### src/rtl/fb_pkg.sv
// Shared types, default geometry and helpers for the scaled frame-buffer reader.
package fb_pkg;

    typedef enum logic [1:0] {
        FB_NATIVE = 2'd0,
        FB_X2     = 2'd1,
        FB_CENTRE = 2'd2
    } fb_mode_e;

    localparam int DEF_SRC_W  = 320;
    localparam int DEF_SRC_H  = 240;
    localparam int DEF_DISP_W = 640;
    localparam int DEF_DISP_H = 480;
    localparam int DEF_ADDR_W = 17;
    localparam int DEF_PIX_W  = 12;
    localparam int DEF_RD_LAT = 1;

    typedef logic [DEF_PIX_W-1:0] pixel_t;

    // Control bits that travel alongside the BRAM read.
    typedef struct packed {
        logic hit;
        logic act;
        logic hs;
        logic vs;
    } fb_ctl_t;

    localparam fb_ctl_t CTL_RST = '{hit: 1'b0, act: 1'b0, hs: 1'b1, vs: 1'b1};

    // The reserved encoding falls back to native placement.
    function automatic fb_mode_e fb_decode_mode(input logic [1:0] raw);
        fb_mode_e m;
        case (raw)
            2'd1:    m = FB_X2;
            2'd2:    m = FB_CENTRE;
            default: m = FB_NATIVE;
        endcase
        return m;
    endfunction

endpackage

### src/rtl/fb_delay_line.sv
// Generic W-bit, N-stage shift register with a programmable reset value.
module fb_delay_line #(
    parameter int             W       = 1,
    parameter int             N       = 1,
    parameter logic [W-1:0]   RST_VAL = '0
) (
    input  logic         clk,
    input  logic         rst_n,
    input  logic [W-1:0] din,
    output logic [W-1:0] dout
);

    logic [W-1:0] stage_q [N];
    logic [W-1:0] stage_d [N];

    always_comb begin
        stage_d[0] = din;
        for (int i = 1; i < N; i++) begin
            stage_d[i] = stage_q[i-1];
        end
    end

    always_ff @(posedge clk or negedge rst_n) begin
        if (!rst_n) begin
            for (int i = 0; i < N; i++) begin
                stage_q[i] <= RST_VAL;
            end
        end else begin
            for (int i = 0; i < N; i++) begin
                stage_q[i] <= stage_d[i];
            end
        end
    end

    assign dout = stage_q[N-1];

endmodule

### src/rtl/fb_scaled_reader.sv
// Frame-buffer read controller: maps display coordinates to source addresses,
// hides BRAM latency and re-aligns de/syncs with the RGB output.
module fb_scaled_reader
    import fb_pkg::*;
#(
    parameter int SRC_W  = DEF_SRC_W,
    parameter int SRC_H  = DEF_SRC_H,
    parameter int DISP_W = DEF_DISP_W,
    parameter int DISP_H = DEF_DISP_H,
    parameter int ADDR_W = DEF_ADDR_W,
    parameter int PIX_W  = DEF_PIX_W,
    parameter int RD_LAT = DEF_RD_LAT
) (
    input  logic                 clk,
    input  logic                 reset_n,
    input  logic [1:0]           mode_i,
    input  logic [PIX_W-1:0]     border_rgb,
    input  logic [9:0]           x_coor,
    input  logic [9:0]           y_coor,
    input  logic                 display_en,
    input  logic                 h_sync_i,
    input  logic                 v_sync_i,
    output logic                 rclk,
    output logic [ADDR_W-1:0]    rAddr,
    input  logic [PIX_W-1:0]     rData,
    output logic                 de,
    output logic [PIX_W/3-1:0]   vgaRed,
    output logic [PIX_W/3-1:0]   vgaGreen,
    output logic [PIX_W/3-1:0]   vgaBlue,
    output logic                 h_sync_o,
    output logic                 v_sync_o
);

    localparam int CH_W = PIX_W / 3;
    localparam int OX   = (DISP_W - SRC_W) / 2;
    localparam int OY   = (DISP_H - SRC_H) / 2;

    // Coordinates are widened to 11 bits so 2*SRC_W style limits fit.
    localparam logic [10:0] W_LIM  = 11'(SRC_W);
    localparam logic [10:0] H_LIM  = 11'(SRC_H);
    localparam logic [10:0] W2_LIM = 11'(2 * SRC_W);
    localparam logic [10:0] H2_LIM = 11'(2 * SRC_H);
    localparam logic [10:0] OX_LO  = 11'(OX);
    localparam logic [10:0] OX_HI  = 11'(OX + SRC_W);
    localparam logic [10:0] OY_LO  = 11'(OY);
    localparam logic [10:0] OY_HI  = 11'(OY + SRC_H);
    localparam logic [ADDR_W-1:0] ROW_STEP = ADDR_W'(SRC_W);

    fb_mode_e           mode_q, mode_d;
    logic [ADDR_W-1:0]  row_base_q, row_base_d;
    logic [10:0]        ys_last_q, ys_last_d;
    logic [ADDR_W-1:0]  raddr_q, raddr_d;
    fb_ctl_t            ctl1_q, ctl1_d;
    fb_ctl_t            ctl_l;
    logic               de_q, de_d;
    logic               hso_q, hso_d;
    logic               vso_q, vso_d;
    logic [PIX_W-1:0]   rgb_q, rgb_d;

    logic               frame_start;
    logic               line_start;
    logic [10:0]        x_e, y_e;
    logic [10:0]        xs, ys;
    logic               x_in, y_in, hit;

    assign frame_start = (x_coor == 10'd0) && (y_coor == 10'd0);
    assign line_start  = (x_coor == 10'd0);
    assign x_e         = {1'b0, x_coor};
    assign y_e         = {1'b0, y_coor};

    // The new mode takes effect on the frame-start pixel itself.
    always_comb begin
        mode_d = frame_start ? fb_decode_mode(mode_i) : mode_q;
    end

    always_comb begin
        x_in = 1'b0;
        y_in = 1'b0;
        xs   = x_e;
        ys   = y_e;
        case (mode_d)
            FB_X2: begin
                x_in = (x_e < W2_LIM);
                y_in = (y_e < H2_LIM);
                xs   = {1'b0, x_e[10:1]};
                ys   = {1'b0, y_e[10:1]};
            end
            FB_CENTRE: begin
                x_in = (x_e >= OX_LO) && (x_e < OX_HI);
                y_in = (y_e >= OY_LO) && (y_e < OY_HI);
                xs   = x_e - OX_LO;
                ys   = y_e - OY_LO;
            end
            default: begin
                x_in = (x_e < W_LIM);
                y_in = (y_e < H_LIM);
                xs   = x_e;
                ys   = y_e;
            end
        endcase
        hit = display_en && x_in && y_in;
    end

    // Row base advances by one source line whenever ys moves on, so a
    // repeated line in 2x mode re-reads the same row without a multiply.
    always_comb begin
        row_base_d = row_base_q;
        ys_last_d  = ys_last_q;
        if (line_start) begin
            if (!y_in || (ys == 11'd0)) begin
                row_base_d = '0;
            end else if (ys != ys_last_q) begin
                row_base_d = row_base_q + ROW_STEP;
            end
            ys_last_d = y_in ? ys : 11'd0;
        end
    end

    always_comb begin
        raddr_d    = hit ? (row_base_d + ADDR_W'(xs)) : '0;
        ctl1_d.hit = hit;
        ctl1_d.act = display_en;
        ctl1_d.hs  = h_sync_i;
        ctl1_d.vs  = v_sync_i;
    end

    fb_delay_line #(
        .W       ($bits(fb_ctl_t)),
        .N       (RD_LAT),
        .RST_VAL (CTL_RST)
    ) u_align (
        .clk   (clk),
        .rst_n (reset_n),
        .din   (ctl1_q),
        .dout  (ctl_l)
    );

    always_comb begin
        de_d  = ctl_l.act;
        hso_d = ctl_l.hs;
        vso_d = ctl_l.vs;
        if (ctl_l.hit) begin
            rgb_d = rData;
        end else if (ctl_l.act) begin
            rgb_d = border_rgb;
        end else begin
            rgb_d = '0;
        end
    end

    always_ff @(posedge clk or negedge reset_n) begin
        if (!reset_n) begin
            mode_q     <= FB_NATIVE;
            row_base_q <= '0;
            ys_last_q  <= '0;
            raddr_q    <= '0;
            ctl1_q     <= CTL_RST;
            de_q       <= 1'b0;
            hso_q      <= 1'b1;
            vso_q      <= 1'b1;
            rgb_q      <= '0;
        end else begin
            mode_q     <= mode_d;
            row_base_q <= row_base_d;
            ys_last_q  <= ys_last_d;
            raddr_q    <= raddr_d;
            ctl1_q     <= ctl1_d;
            de_q       <= de_d;
            hso_q      <= hso_d;
            vso_q      <= vso_d;
            rgb_q      <= rgb_d;
        end
    end

    assign rclk     = clk;
    assign rAddr    = raddr_q;
    assign de       = de_q;
    assign h_sync_o = hso_q;
    assign v_sync_o = vso_q;
    assign vgaRed   = rgb_q[3*CH_W-1 -: CH_W];
    assign vgaGreen = rgb_q[2*CH_W-1 -: CH_W];
    assign vgaBlue  = rgb_q[CH_W-1:0];

endmodule
### config.mk
export PLATFORM = sky130hd
export DESIGN_NAME = fb_scaled_reader
export DESIGN_NICKNAME = d
export VERILOG_FILES = /design/src/rtl/fb_pkg.sv /design/src/rtl/fb_delay_line.sv /design/src/rtl/fb_scaled_reader.sv
export SDC_FILE = /design/constraint.sdc
export NUM_CORES = 1
export LEC_CHECK = 0
export CORE_ASPECT_RATIO = 0.8
export CORE_MARGIN = 1
export CORE_UTILIZATION = 40
export DETAILED_ROUTE_END_ITERATION = 7
export GPL_ROUTABILITY_DRIVEN = 0
export PLACE_DENSITY = 0.66
export SYNTH_ARGS = -nofsm -noshare
export SYNTH_HDL_FRONTEND = slang
export SYNTH_SLANG_ARGS = --single-unit
### constraint.sdc
create_clock -name clk -period 7.1 [get_ports clk]
set_clock_uncertainty 0.2 [all_clocks]
set_input_delay 1.065 -clock clk [delete_from_list [all_inputs] [get_ports clk]]
set_output_delay 1.065 -clock clk [all_outputs]
set_load 0.02 [all_outputs]
==> flow_summary.ini, run 1 <==
[outcome]
outcome = complete, no violations

[setup_path]
critical_path_arrival_ps = 6860
cp_max_fo = 8
reg2reg_slack_ps = 1830
ff2ff_path_depth = 23
rr_startpoint = mode_q[1]
cp-startpoint = y_coor[7]
cp-end-kind = flip-flop
crit_required_ps = 7210
worstSetupStartpointType = input pin
path_class = input pin to flip-flop

[placed_design]
dpl.hpwl_um = 8640
port_buffers = 83
post-place-ws_ps = -359

[grt]
grt_pass1_vias = 3819
grt_pass1_wl_um = 18600
antenna_found_initial = 0
grt_max_degree = 71
grt_usage = 0.222
grt_overflow = 0

[final_layout]
synthToLayoutAreaGrowth_pct = 51.4
num-nets-final = 678
drive_gt1_frac = 0.252
utilization = 0.622
antenna_cells = 0

[sta]
report.final.slew_viol_count = 0
rsz0062_at_grt = false
finalSetupViolCount = 0
tightest_slew_ps = 864
setup_slack_ps = 346
hold_viol = 0
relSlewSlack = 0.424
finalCritPeriodShare = 0.951
fin_crit_ps = 6750
whs_ps = 152
max_freq_mhz = 148

[route]
ant_nets = 0
firstDrtPassIters = 5
routedWlPerCell_um = 15.6
drc_errors = 0
vias = 4090
dr.first_iter.drc_count = 335
vias_per_cell = 5.42
routed_wl_um = 11800

[yosys]
ys_ff_latch = 70
async_flop_share = 1.00
synthCells = 449
synth_nets = 517
synth_edf_count = 0
synth_area_sq_um = 4210
seq_area_frac_synth = 0.418
yosysTopAreaCellShare = 0.380
yosysTopAreaCell = dfrtp_1
ys_types = 68
synth.area.top_cells = dfrtp_1 (38%), ha_1 (4.8%), nand2_1 (4.2%)
yosysMostFrequentCell = dfrtp_1
syn_area_per_cell_sq_um = 9.37
synth_ff_type = dfrtp_1
synth_commonest_cells = dfrtp_1 (64), nand2_1 (47), o21ai_0 (27), nor2_1 (21)
ys_warn_count = 0

[clocking]
clk_pin_slew_ps = 60
cts_tree = built
clock_latency_ps = 450

[pwr]
ir_drop_mv = 0.134
power.leakage_nw = 2.98
power.density_nw_per_um2 = 180

[job]
maxCapViolCount = 0

[worst_hold_path]
holdCritPathClass = flip-flop to flip-flop
min_path_cells = 0
min-delay-start = ctl1_q[2]

[floorplan]
start_util = 0.411
ios = 84
fp.dieH_um = 93.8
coreArea_sq_um = 10200
fp-row-count = 33
die_x_um = 117
die_area_sq_um = 10900
-- placed cells by master (no fill, tap or decap), types with 4 or more instances in the layout --
cell type,instances
a21o_1,10
a21oi_1,16
a22o_1,16
and2_1,9
buf_4,89
clkbuf_16,12
clkdlybuf4s50_1,74
dfrtp_1,64
dfstp_2,6
dlymetal6s2s_1,8
ha_1,11
ha_4,5
inv_1,17
nand2_1,44
nand2b_1,7
nand3_1,10
nand3b_1,4
nand4_1,4
nor2_1,19
nor2b_1,9
nor3_1,17
nor4_1,9
o21a_1,8
o21ai_0,25
o31ai_1,7
or3_1,7
xnor2_1,8
xor2_1,9
-- worst paths after layout --
check,endpoint
worst max-delay path,rAddr[13]
max in group asynchronous,ys_last_q[8]
worst min register to register,u_align.dout[2]
worst min-delay path,u_align.dout[2]
min in group asynchronous,rAddr[3]
worst max register to register,rAddr[13]
-- cells by family (layout without fill, tap and decap cells) --
| kind of cell | Yosys count | in the layout | share of synthesized area |
|---|---|---|---|
| simple gates | 165 | 165 | 0.208 |
| compound gates | 129 | 129 | 0.226 |
| flops | 70 | 70 | 0.418 |
| buf+inv | 44 | 210 | 0.0419 |
| fa+ha+maj | 17 | 17 | 0.0523 |
| xor+xnor | 17 | 17 | 0.0354 |
| mux | 7 | 7 | 0.0187 |
-- report_power, final --
group / switching [mW] / internal, mW / leakage (nW)
sequential: 0.00353 / 0.409 / 0.936
combinational: 0.0646 / 0.0687 / 1.84
clock: 0.206 / 0.394 / 0.199
total: 0.274 / 0.872 / 2.98
-- sequential cells by signal, indices dropped and copies added (netlist names), named ones only --
signal,flops
u_align.dout,4
rgb_q,12
mode_q,2
de,1
rAddr,17
ys_last_q,11
h_sync_o,1
row_base_q,16
ctl1_q,4
v_sync_o,1
-- timing repair --
item	CTS	global route
setup endpoints to repair	0	8
gates resized for setup	0	26
hold buffers	0	0
setup buffers	0	8
-- layer usage --
metal / up-vias / share of wire / global-route usage
met3: 9 / 0.079 / 0.0574
met5: - / 0 / 0
li1: 1974 / - / -
met4: 0 / 0.0080 / 0.0591
met1: 1940 / 0.48 / 0.306
met2: 167 / 0.43 / 0.345
-- final cells by class --
cell class                      count  area, sq um
Sequential cell                    70         1760
Clock inverter                      7          105
Inverter                           18         67.6
Timing Repair Buffer              172         1520
Multi-Input combinational cell    335         2440
Tap cell                          140          175
Fill cell                         883         3870
Clock buffer                       13          310
-- worst max-delay path, cell delays in order --
cell             delay, ps
clkdlybuf4s50_1        440
or3_1                  480
nor3_4                 260
mux2_4                 350
ha_4                   280
buf_6                  140
or3b_4                 370
mux2_4                 290
nand3_1                 60
and4b_1                210
a21o_1                 230
nand2_4                110
nand2_4                 50
inv_2                   70
ha_4                   190
a21o_1                 160
a21oi_2                150
nor2b_1                 70
o21a_1                 190
o21a_1                 190
and3_4                 170
mux2_4                 270
or4b_4                 540
a41oi_4                280
or3_1                  150
a21oi_1                 60
-- stage by stage --
step | power, mW | cell area (sq um) | TNS [ps] | cells
after CTS | 1.16 | 6240 | 0 | 747
after global placement | 0.568 | 5830 | -497 | 728
after global routing | 1.19 | 6370 | 0 | 755
after detailed placement | 0.570 | 5830 | -1630 | 728
after floorplan | 0.487 | 4360 | -8.15 | 449
final | 1.15 | 6370 | 0 | 755
Power figures use the tool's default switching activity.
==> inputs of run 2 (changes only) <==
CELL_PAD_IN_SITES_DETAIL_PLACEMENT = 0   (was default)
CELL_PAD_IN_SITES_GLOBAL_PLACEMENT = 1   (was default)
PLACE_DENSITY = 0.82   (was 0.66)
==> flow_summary.ini, run 2 (same netlist as run 1, synthesis figures left out) <==
[sta]
tightest_slew_ps = 893
finalSetupViolCount = 0
hold_viol = 0
max_freq_mhz = 148
finalCritPeriodShare = 0.950
fin_crit_ps = 6750
relSlewSlack = 0.405
report.final.slew_viol_count = 0
whs_ps = 146
rsz0062_at_grt = false

[setup_path]
crit_slowest_cell = or4_4
slowest_delay_ps = 550
cp_max_fo = 6
cp-end-kind = flip-flop
path_class = input pin to flip-flop
worstSetupStartpointType = input pin
cpMostUsedCell = mux2_4
crit_required_ps = 7200
critical_path_arrival_ps = 6850

[final_layout]
largest_reg_flops = 17
drive_gt1_frac = 0.254
layout_commonest_cell = buf_4
num-nets-final = 677
synthToLayoutAreaGrowth_pct = 51.4
antenna_cells = 0
final_cell_mix = buf_4 (88), clkdlybuf4s50_1 (74), dfrtp_1 (64), nand2_1 (44), o21ai_0 (25)
utilization = 0.622

[job]
maxCapViolCount = 0

[route]
routedWlPerCell_um = 16.3
firstDrtPassIters = 5
vias = 4065
vias_per_cell = 5.39
drc_errors = 0
routed_wl_um = 12300
dr.first_iter.drc_count = 239
ant_nets = 0

[pwr]
p_total_mw = 1.15
intPower_mw = 0.884
power.leakage_nw = 2.96
p_sw_frac = 0.229
switchingPower_mw = 0.262
ir_drop_mv = 0.119
power.density_nw_per_um2 = 180
power_frac_seq = 0.360
combPwrFrac = 0.116
clkPwrFrac = 0.525

[grt]
grt_overflow = 0
grt_pass1_wl_um = 19400
antenna_found_initial = 0
grt_usage = 0.239
grt_pass1_vias = 3912
grt_max_degree = 71

[floorplan]
fp-row-count = 33
coreArea_sq_um = 10200
die_x_um = 117
die_area_sq_um = 10900
fp.dieH_um = 93.8
start_util = 0.411
ios = 84

[placed_design]
port_buffers = 83
dpl.hpwl_um = 8850

[clocking]
clock_latency_ps = 450
cts-hold-fix-buffers = 0
clk_pin_slew_ps = 60
cts_tree = built

[outcome]
outcome = complete, no violations

[worst_hold_path]
holdCritPathClass = flip-flop to flip-flop
-- run 2: cell types whose count changed in the layout (fill, tap and decap cells not counted), sizes merged --
| cell | before | now |
|---|---|---|
| inv | 21 | 18 |
| clkbuf | 12 | 14 |
| buf | 91 | 90 |
| clkinv | 1 | 2 |
-- run 2: timing repair --
item,4_1_cts,5_1_grt
resized for setup,0,29
setup endpoints to repair,0,7
setup buffers,0,9
-- run 2: metal layers --
metal,vias to the layer above,wire length [um],GRT usage
met5,-,0,0
met4,0,190,0.0886
met3,15,811,0.0800
met2,125,5500,0.360
met1,1951,5750,0.315
li1,1974,-,-
-- run 2: metrics by stage --
| stage | TNS (ps) | setup slack [ps] | cells | area (sq um) |
|---|---|---|---|---|
| 2_1_floorplan | -8.15 | -3.86 | 449 | 4360 |
| 3_3_place_gp | -679 | -193 | 726 | 5820 |
| 3_5_place_dp | -1410 | -351 | 726 | 5820 |
| 4_1_cts | 0 | 72.9 | 745 | 6230 |
| 5_1_grt | 0 | 139 | 754 | 6370 |
| 6_report | 0 | 353 | 754 | 6370 |
-- run 2: cell type report --
| class | count | area, sq um |
|---|---|---|
| clock inverters | 5 | 81.3 |
| well taps | 140 | 175 |
| flip-flops and latches | 70 | 1760 |
| clock buffers | 15 | 338 |
| inverters | 18 | 70.1 |
| repair buffers | 171 | 1510 |
| fillers | 891 | 3870 |
| multi-input cells | 335 | 2440 |
-- run 2: power groups by stage --
stage / clock, mW / sequential (mW) / combinational (mW)
2_1_floorplan: 0.0165 / 0.426 / 0.0448
3_3_place_gp: 0.0189 / 0.419 / 0.129
3_5_place_dp: 0.0189 / 0.420 / 0.131
4_1_cts: 0.614 / 0.413 / 0.131
5_1_grt: 0.630 / 0.413 / 0.144
6_report: 0.601 / 0.413 / 0.133
-- run 2: final timing paths --
kind / from / to / slack, ps / depth (start not counted)
worst max-delay path: x_coor[9] / rAddr[15] / 350 / 28
worst min-delay path: ctl1_q[3] / u_align.dout[3] / 150 / 0
worst max register to register: mode_q[1] / rAddr[15] / 1880 / 23
worst min register to register: ctl1_q[3] / u_align.dout[3] / 150 / 0
max in group asynchronous: reset_n / row_base_q[7] / 5490 / 2
min in group asynchronous: reset_n / mode_q[1] / 610 / 2
-- run 2: worst max-delay path: cells and delay by family --
family / cells / cell delay (ps)
multiplexers: 3 / 890
adder cells (fa/ha/maj): 2 / 430
buffers and inverters: 3 / 420
AO/OA/AOI/OAI: 7 / 1250
AND/OR/NAND/NOR: 13 / 2760
